===== config.mk =====
export PLATFORM = sky130hd
export DESIGN_NAME = cdma_lite_regs
export DESIGN_NICKNAME = d
export VERILOG_FILES = /design/src/rtl/cdma_lite_regs.sv
export SDC_FILE = /design/constraint.sdc
export NUM_CORES = 1
export LEC_CHECK = 0
export BUFFER_PORTS_ARGS = -buffer_cell sky130_fd_sc_hd__buf_2
export CORE_MARGIN = 2
export CORE_UTILIZATION = 41
export CTS_CLUSTER_DIAMETER = 100
export DETAILED_ROUTE_END_ITERATION = 10
export PLACE_DENSITY = 0.69
export SLEW_MARGIN = 20
export SYNTH_ARGS = -nofsm -noshare
export SYNTH_HDL_FRONTEND = slang
export SYNTH_SLANG_ARGS = --single-unit

===== constraint.sdc =====
create_clock -name i_clk -period 2 [get_ports i_clk]
set_input_delay 0.1 -clock i_clk [delete_from_list [all_inputs] [get_ports i_clk]]
set_output_delay 0.1 -clock i_clk [all_outputs]
set_load 0.02 [all_outputs]

===== src/rtl/cdma_lite_regs.sv =====
// AXI4-Lite write-only register block for the CDMA source/destination/length registers.
// Optional byte-lane strobes are enabled by defining CDMA_REGS_STRB_EN.
module cdma_lite_regs #(
    parameter int ADDR_W = 10,
    parameter int LEN_W  = 26
) (
    input  logic              i_clk,
    input  logic              i_rst_n,
    input  logic [ADDR_W-1:0] i_awaddr,
    input  logic              i_awvalid,
    output logic              o_awready,
    input  logic [31:0]       i_wdata,
    input  logic              i_wvalid,
    output logic              o_wready,
`ifdef CDMA_REGS_STRB_EN
    input  logic [3:0]        i_wstrb,
`endif
    output logic [1:0]        o_bresp,
    output logic              o_bvalid,
    input  logic              i_bready,
    input  logic              i_engine_busy,
    output logic [31:0]       o_src_addr,
    output logic [31:0]       o_dst_addr,
    output logic [LEN_W-1:0]  o_byte_len,
    output logic              o_dma_start
);

    typedef enum logic {IDLE, RESP} state_t;

    localparam logic [ADDR_W-1:0] ADDR_SRC = ADDR_W'(8'h18);
    localparam logic [ADDR_W-1:0] ADDR_DST = ADDR_W'(8'h20);
    localparam logic [ADDR_W-1:0] ADDR_LEN = ADDR_W'(8'h28);
    localparam logic [1:0]        RESP_OKAY   = 2'b00;
    localparam logic [1:0]        RESP_SLVERR = 2'b10;

    state_t             r_state;
    state_t             w_nextState;
    logic [31:0]        r_srcAddr;
    logic [31:0]        r_dstAddr;
    logic [LEN_W-1:0]   r_byteLen;
    logic [1:0]         r_bresp;
    logic               r_dmaStart;

    logic               w_accept;
    logic [3:0]         w_strb;
    logic               w_hitSrc;
    logic               w_hitDst;
    logic               w_hitLen;
    logic               w_lenBlocked;
    logic               w_lenWrite;
    logic [31:0]        w_srcNext;
    logic [31:0]        w_dstNext;
    logic [LEN_W-1:0]   w_lenNext;
    logic               w_launch;

`ifdef CDMA_REGS_STRB_EN
    assign w_strb = i_wstrb;
`else
    assign w_strb = 4'hF;
`endif

    function automatic logic [31:0] mergeWord(input logic [31:0] oldVal,
                                              input logic [31:0] newVal,
                                              input logic [3:0]  strb);
        logic [31:0] res;
        for (int i = 0; i < 4; i++) begin
            res[i*8 +: 8] = strb[i] ? newVal[i*8 +: 8] : oldVal[i*8 +: 8];
        end
        return res;
    endfunction

    // Length lanes beyond LEN_W simply have no storage bits to update.
    function automatic logic [LEN_W-1:0] mergeLen(input logic [LEN_W-1:0] oldVal,
                                                  input logic [31:0]      newVal,
                                                  input logic [3:0]       strb);
        logic [LEN_W-1:0] res;
        for (int b = 0; b < LEN_W; b++) begin
            res[b] = strb[b/8] ? newVal[b] : oldVal[b];
        end
        return res;
    endfunction

    assign w_accept     = (r_state == IDLE) & i_awvalid & i_wvalid;
    assign w_hitSrc     = (i_awaddr == ADDR_SRC);
    assign w_hitDst     = (i_awaddr == ADDR_DST);
    assign w_hitLen     = (i_awaddr == ADDR_LEN);
    assign w_lenBlocked = w_hitLen & i_engine_busy;
    assign w_lenWrite   = w_accept & w_hitLen & ~i_engine_busy;
    assign w_srcNext    = mergeWord(r_srcAddr, i_wdata, w_strb);
    assign w_dstNext    = mergeWord(r_dstAddr, i_wdata, w_strb);
    assign w_lenNext    = mergeLen(r_byteLen, i_wdata, w_strb);
    assign w_launch     = w_lenWrite & (|w_strb) & (|w_lenNext);

    always_ff @(posedge i_clk or negedge i_rst_n) begin
        if (!i_rst_n) begin
            r_state <= IDLE;
        end else begin
            r_state <= w_nextState;
        end
    end

    always_comb begin
        w_nextState = r_state;
        case (r_state)
            IDLE:    if (w_accept) w_nextState = RESP;
            RESP:    if (i_bready) w_nextState = IDLE;
            default: w_nextState = IDLE;
        endcase
    end

    always_comb begin
        o_awready = w_accept;
        o_wready  = w_accept;
        o_bvalid  = (r_state == RESP);
    end

    always_ff @(posedge i_clk or negedge i_rst_n) begin
        if (!i_rst_n) begin
            r_srcAddr  <= '0;
            r_dstAddr  <= '0;
            r_byteLen  <= '0;
            r_bresp    <= RESP_OKAY;
            r_dmaStart <= 1'b0;
        end else begin
            r_dmaStart <= w_launch;
            if (w_accept) begin
                if (w_hitSrc) r_srcAddr <= w_srcNext;
                if (w_hitDst) r_dstAddr <= w_dstNext;
                if (w_lenWrite) r_byteLen <= w_lenNext;
                r_bresp <= ((w_hitSrc | w_hitDst | w_hitLen) & ~w_lenBlocked) ? RESP_OKAY : RESP_SLVERR;
            end
        end
    end

    assign o_bresp     = r_bresp;
    assign o_src_addr  = r_srcAddr;
    assign o_dst_addr  = r_dstAddr;
    assign o_byte_len  = r_byteLen;
    assign o_dma_start = r_dmaStart;

endmodule


After elaboration in Yosys (flattened, before gate mapping)
Cells that the tools add are included.
{ "classes": {"eq_ne": 3, "mux": 4, "bitwise_logic": 12, "reduce_logical": 4} }
{ "op_table": {"columns": ["cell", "count"], "rows": [
  ["OR reduction 26 bit", 1],
  ["== test 10 x 6 -> 1 bit (second input constant)", 2],
  ["== test 10 x 5 -> 1 bit (second input constant)", 1],
  ["AND 1 bit", 7],
  ["AND reduction 2 bit", 3],
  ["NOT 1 bit", 3],
  ["2-to-1 mux 1 bit", 2],
  ["2-to-1 mux 2 bit", 1],
  ["bitwise OR 1 bit", 2],
  ["one-hot mux 1 bit (2 select lines)", 1]
]} }
{ "totals": {"register_bits": 94, "in_bits": 48, "output_inout_bits": 96, "wordCells": 29} }

Longest topological paths before layout
{ "logic_depth": {"word_depth": 6, "ltp_mapped": 5, "depth_no_buf": 3} }

Worst setup path after synthesis
Ideal clock, no wire load.
{ "synth_timing": {"path_kind": "reg2reg", "from": "register r_state, in the netlist o_bvalid", "to": "register r_dstAddr[30], in the netlist o_dst_addr[30]", "setup_ns": 0.128, "arrival_time_ns": 1.556, "required_time_ns": 1.872, "path_slack_ns": 0.316, "path_stages_with_launch": 6, "n_path_buf": 2, "synth_period_minus_slack_ns": 1.684, "cell_sequence": "dfrtp_1 > and3b_1 > buf_2 > nand4_4 > buf_6 > mux2_1"} }
{ "synth_between": {"elab_chain_cells": 4} }
{ "synth_rtl": {"columns": ["item", "line", "source"], "rows": [
  ["start, declared", "36", "state_t r_state;"],
  ["start signal, assigned", "98", "r_state <= w_nextState;"],
  ["NOT 1 bit", "83", "assign w_accept = (r_state == IDLE) & i_awvalid & i_wvalid;"],
  ["AND 1 bit (2 in series)", "83", null],
  ["via o_awready", "11", "output logic o_awready,"],
  ["AND reduction 2 bit (no source line)", null, null],
  ["end signal, assigned", "128", "if (w_hitDst) r_dstAddr <= w_dstNext;"],
  ["end, declared", "39", "logic [31:0] r_dstAddr;"]
]} }
The timed path passes the listed nets, and every way through them passes these cells.
A chain may end at the register's enable or synchronous reset.

Worst setup path after layout
{ "layout_timing": {"from": "register r_state, in the netlist o_bvalid", "to": "register r_dstAddr[30], in the netlist o_dst_addr[30]"} }
{ "layout_between": {"elab_chain_cells": 4} }
{ "layout_rtl": {"columns": ["item", "line"], "rows": [
  ["NOT 1 bit", "83"],
  ["AND 1 bit (2 in series)", "83"],
  ["AND reduction 2 bit (no source line)", null]
]} }
No other way between the ends.

==> impl_metrics.json <==
{
  "status": "finished clean",
  "grt_setup_unrepaired": "no",
  "report.final.slew_viol_count": 0,
  "area_growth_syn_to_layout_pct": 28.9,
  "post-route-period-util_pct": 84.5,
  "setup.worst_path.end": "o_dst_addr[30]",
  "crit_path_max_incr_delay_ns": 0.47,
  "global_route.usage.total_pct": 16.5,
  "grt_pass1_wl_um": 12800,
  "final-setup-viol-count": 0,
  "fin_skew_ns": 0.00888,
  "dieArea_mm2": 0.0100,
  "cts.sink_count": 93,
  "postSynthNetCount": 272,
  "floorplan.rows": 35,
  "drt-vias-per-instance": 4.89,
  "power_density_mw_per_mm2": 693,
  "drcViolationCount": 0,
  "detailroute.via_count": 2430,
  "ctsLongestPathBuffers": 2,
  "fin_setup_tns_ns": 0,
  "end_kind": "flip-flop",
  "drt_first_pass_iters": 4,
  "postRouteWirelength_um": 8000,
  "placement.io_buffers": 142,
  "synthesis.yosys.warnings": 0,
  "worst_r2r_path_depth": 4,
  "gpl.final_weighted_congestion": 0.772,
  "setup.worst_path.start_class": "flip-flop",
  "ir_worst_vdd_mv": 0.270,
  "post_cts.repair.setup_buffers": 0,
  "clkLatencyLatePin_ns": 0.35,
  "critical_path.reg2reg.startpoint": "o_bvalid",
  "worst_path_cell_trace": "and3b_1, nand4_4, buf_4, mux2_1",
  "synth_cell_type_count": 26,
  "syn_avg_cell_area_um2": 16.9,
  "tritoncts": "done",
  "worstPathArrival_ns": 1.93,
  "critical_path_maximum_fanout": 20,
  "slowest_stage": "sky130_fd_sc_hd__and3b_1",
  "initial_antenna_violation_count": 0,
  "crit_required_ns": 2.25,
  "root_buffer": "sky130_fd_sc_hd__clkbuf_8",
  "final_design_area_no_fill_mm2": 0.00488,
  "final_nets": 429,
  "grt-ovfl-total": 0,
  "timing.hold.worst_path_depth": 2,
  "relSlewSlack_pct": 58.1,
  "first_global_vias": 2485,
  "antenna_cells_inserted": 0,
  "cts_htree_levels": 3,
  "core-area_mm2": 0.00911,
  "synth_sequential_area_ratio_pct": 61.5,
  "power.leakage_nw": 2.90,
  "wl_per_cell_um": 16.1,
  "largest_net_degree_at_the_start_of_global_routing": 49,
  "start_util_pct": 41.6,
  "fin_crit_ns": 1.69,
  "cts-buffers-inserted": 9,
  "fp.dieH_um": 100,
  "finalNonFillerCells": 497,
  "placed_cell_area_mm2": 0.00458,
  "synth.cell_area_mm2": 0.00378,
  "worstSetupStartpoint": "o_bvalid",
  "dp.final_hpwl_um": 5880,
  "timing.setup.critical_path_class": "reg -> reg",
  "tightest_slew_ns": 0.628,
  "finalHoldViolations": 0,
  "dieWidth_um": 100,
  "min-delay-path-class": "in -> reg",
  "layout-drive-gt1-share_pct": 66.8,
  "timing.reg2reg.setup_slack_ns": 0.31,
  "postSynthRegisterBits": 93,
  "clkSlewWorstSetupHoldPaths_ns": 0.10,
  "floorplan.io_pins": 144,
  "max_freq_mhz": 592,
  "detail_route.iter0.violations": 46,
  "reg2reg_to": "o_dst_addr[30]",
  "placed_cells_incl_taps": 472,
  "drt.antenna.violating_nets": 0,
  "synthCells": 224,
  "max-cap-violations": 0
}
## what timing repair did
item | 4_1_cts | 5_1_grt
hold buffers | 9 | 0
endpoints found under the hold margin | 61 | 0
resized for setup | 0 | 0
## registers in the layout, indices dropped and copies added (netlist names)
name,count
o_dst_addr,32
o_src_addr,32
o_bvalid,1
o_bresp,1
o_dma_start,1
o_byte_len,26
## cells in the mapped netlist
cell type	count	area, um2
sky130_fd_sc_hd__and4b_1	1	10.0
sky130_fd_sc_hd__a31o_2	1	8.76
sky130_fd_sc_hd__nor2_1	2	7.51
sky130_fd_sc_hd__buf_6	8	90.1
sky130_fd_sc_hd__and2_1	1	6.26
sky130_fd_sc_hd__nand3_1	1	5.00
sky130_fd_sc_hd__nand4_4	3	63.8
sky130_fd_sc_hd__a21o_1	1	7.51
sky130_fd_sc_hd__a31oi_1	1	6.26
sky130_fd_sc_hd__o2111a_1	1	11.3
sky130_fd_sc_hd__nor4bb_1	1	10.0
sky130_fd_sc_hd__nor4_4	1	21.3
sky130_fd_sc_hd__and3b_1	2	17.5
sky130_fd_sc_hd__conb_1	1	3.75
sky130_fd_sc_hd__mux2_1	2	22.5
sky130_fd_sc_hd__dfrtp_1	93	2330
sky130_fd_sc_hd__buf_4	2	15.0
sky130_fd_sc_hd__mux2_4	20	300
sky130_fd_sc_hd__nor3b_1	2	15.0
sky130_fd_sc_hd__buf_2	1	5.00
sky130_fd_sc_hd__nand4_1	1	6.26
sky130_fd_sc_hd__nand2_1	1	3.75
sky130_fd_sc_hd__nor3_2	1	10.0
sky130_fd_sc_hd__mux2_2	68	766
sky130_fd_sc_hd__nor4_1	6	37.5
sky130_fd_sc_hd__inv_1	2	7.51
## power breakdown
group / switching [mW] / total [mW] / internal, mW / leakage [nW]
clock: 0.688 / 1.28 / 0.595 / 0.0944
combinational: 0.124 / 0.204 / 0.0803 / 1.51
sequential: 0.00645 / 1.90 / 1.89 / 1.29
## placed cells by master (no fill, tap or decap), types with 2 or more instances in the layout
master	instances
sky130_fd_sc_hd__dfrtp_1	93
sky130_fd_sc_hd__mux2_4	20
sky130_fd_sc_hd__nor2_1	2
sky130_fd_sc_hd__nor3b_1	2
sky130_fd_sc_hd__mux2_2	68
sky130_fd_sc_hd__dlygate4sd3_1	9
sky130_fd_sc_hd__nand4_4	3
sky130_fd_sc_hd__buf_4	6
sky130_fd_sc_hd__mux2_1	2
sky130_fd_sc_hd__clkbuf_8	9
sky130_fd_sc_hd__inv_1	2
sky130_fd_sc_hd__nor4_1	6
sky130_fd_sc_hd__clkinvlp_4	3
sky130_fd_sc_hd__inv_6	2
sky130_fd_sc_hd__buf_2	141
sky130_fd_sc_hd__and3b_1	2
## routing by layer
metal  GRT usage [%]  share of wire, %  routed length [um]
met1            22.1                44                3550
met2            26.8                49                3900
met3            3.69               5.4                 428
met4            6.01               1.4                 111
met5               0                 0                   0
## how the worst min path moves through the flow
| stage | from | end | slack [ns] |
|---|---|---|---|
| 3_5_place_dp | i_rst_n | o_src_addr[29] | 0.16 |
| 3_3_place_gp | i_rst_n | o_src_addr[30] | 0.15 |
| 5_1_grt | i_wdata[23] | o_dst_addr[23] | 0.007 |
| 4_1_cts | i_wdata[2] | o_byte_len[2] | 0.003 |
| 6_report | i_wdata[7] | o_dst_addr[7] | 0.03 |
| 2_1_floorplan | i_rst_n | o_bresp[1] | -0.20 |
## area by class of cell
class,instances,area [um2]
clock inverters,7,81.3
inverters,2,7.51
fillers,808,4230
clock buffers,9,124
repair buffers,157,861
well taps,111,139
flip-flops and latches,93,2330
multi-input cells,118,1340
## worst max-delay path, delay by kind of cell, from the launching register on
| kind | cells | cell delay (ns) |
|---|---|---|
| DFF | 1 | 0.41 |
| muxes | 1 | 0.33 |
| and+or+nand+nor | 2 | 0.59 |
| buffers and inverters | 1 | 0.25 |
## per-stage QoR
step | power (mW) | worst slack (ns) | hold WS [ns] | util (%)
floorplan | 1.99 | 0.316 | -0.196 | -
global placement | 2.12 | 0.378 | 0.153 | 50.3
detailed placement | 2.13 | 0.311 | 0.162 | 50.3
CTS | 3.44 | 0.296 | 0.00298 | 53.6
global route | 3.53 | 0.213 | 0.00736 | 53.6
finish | 3.38 | 0.310 | 0.0250 | 53.6
## kinds of logic (layout without fill, tap and decap cells)
kind of cell | Yosys count | in the layout | synth area share [%]
flops | 93 | 93 | 61.5
simple gates | 23 | 23 | 5.65
buf+inv | 13 | 175 | 3.11
other cells | 1 | 1 | 0.0991
mux | 90 | 90 | 28.8
compound gates | 4 | 4 | 0.893
No activity file was read; power rests on OpenSTA's default activity.
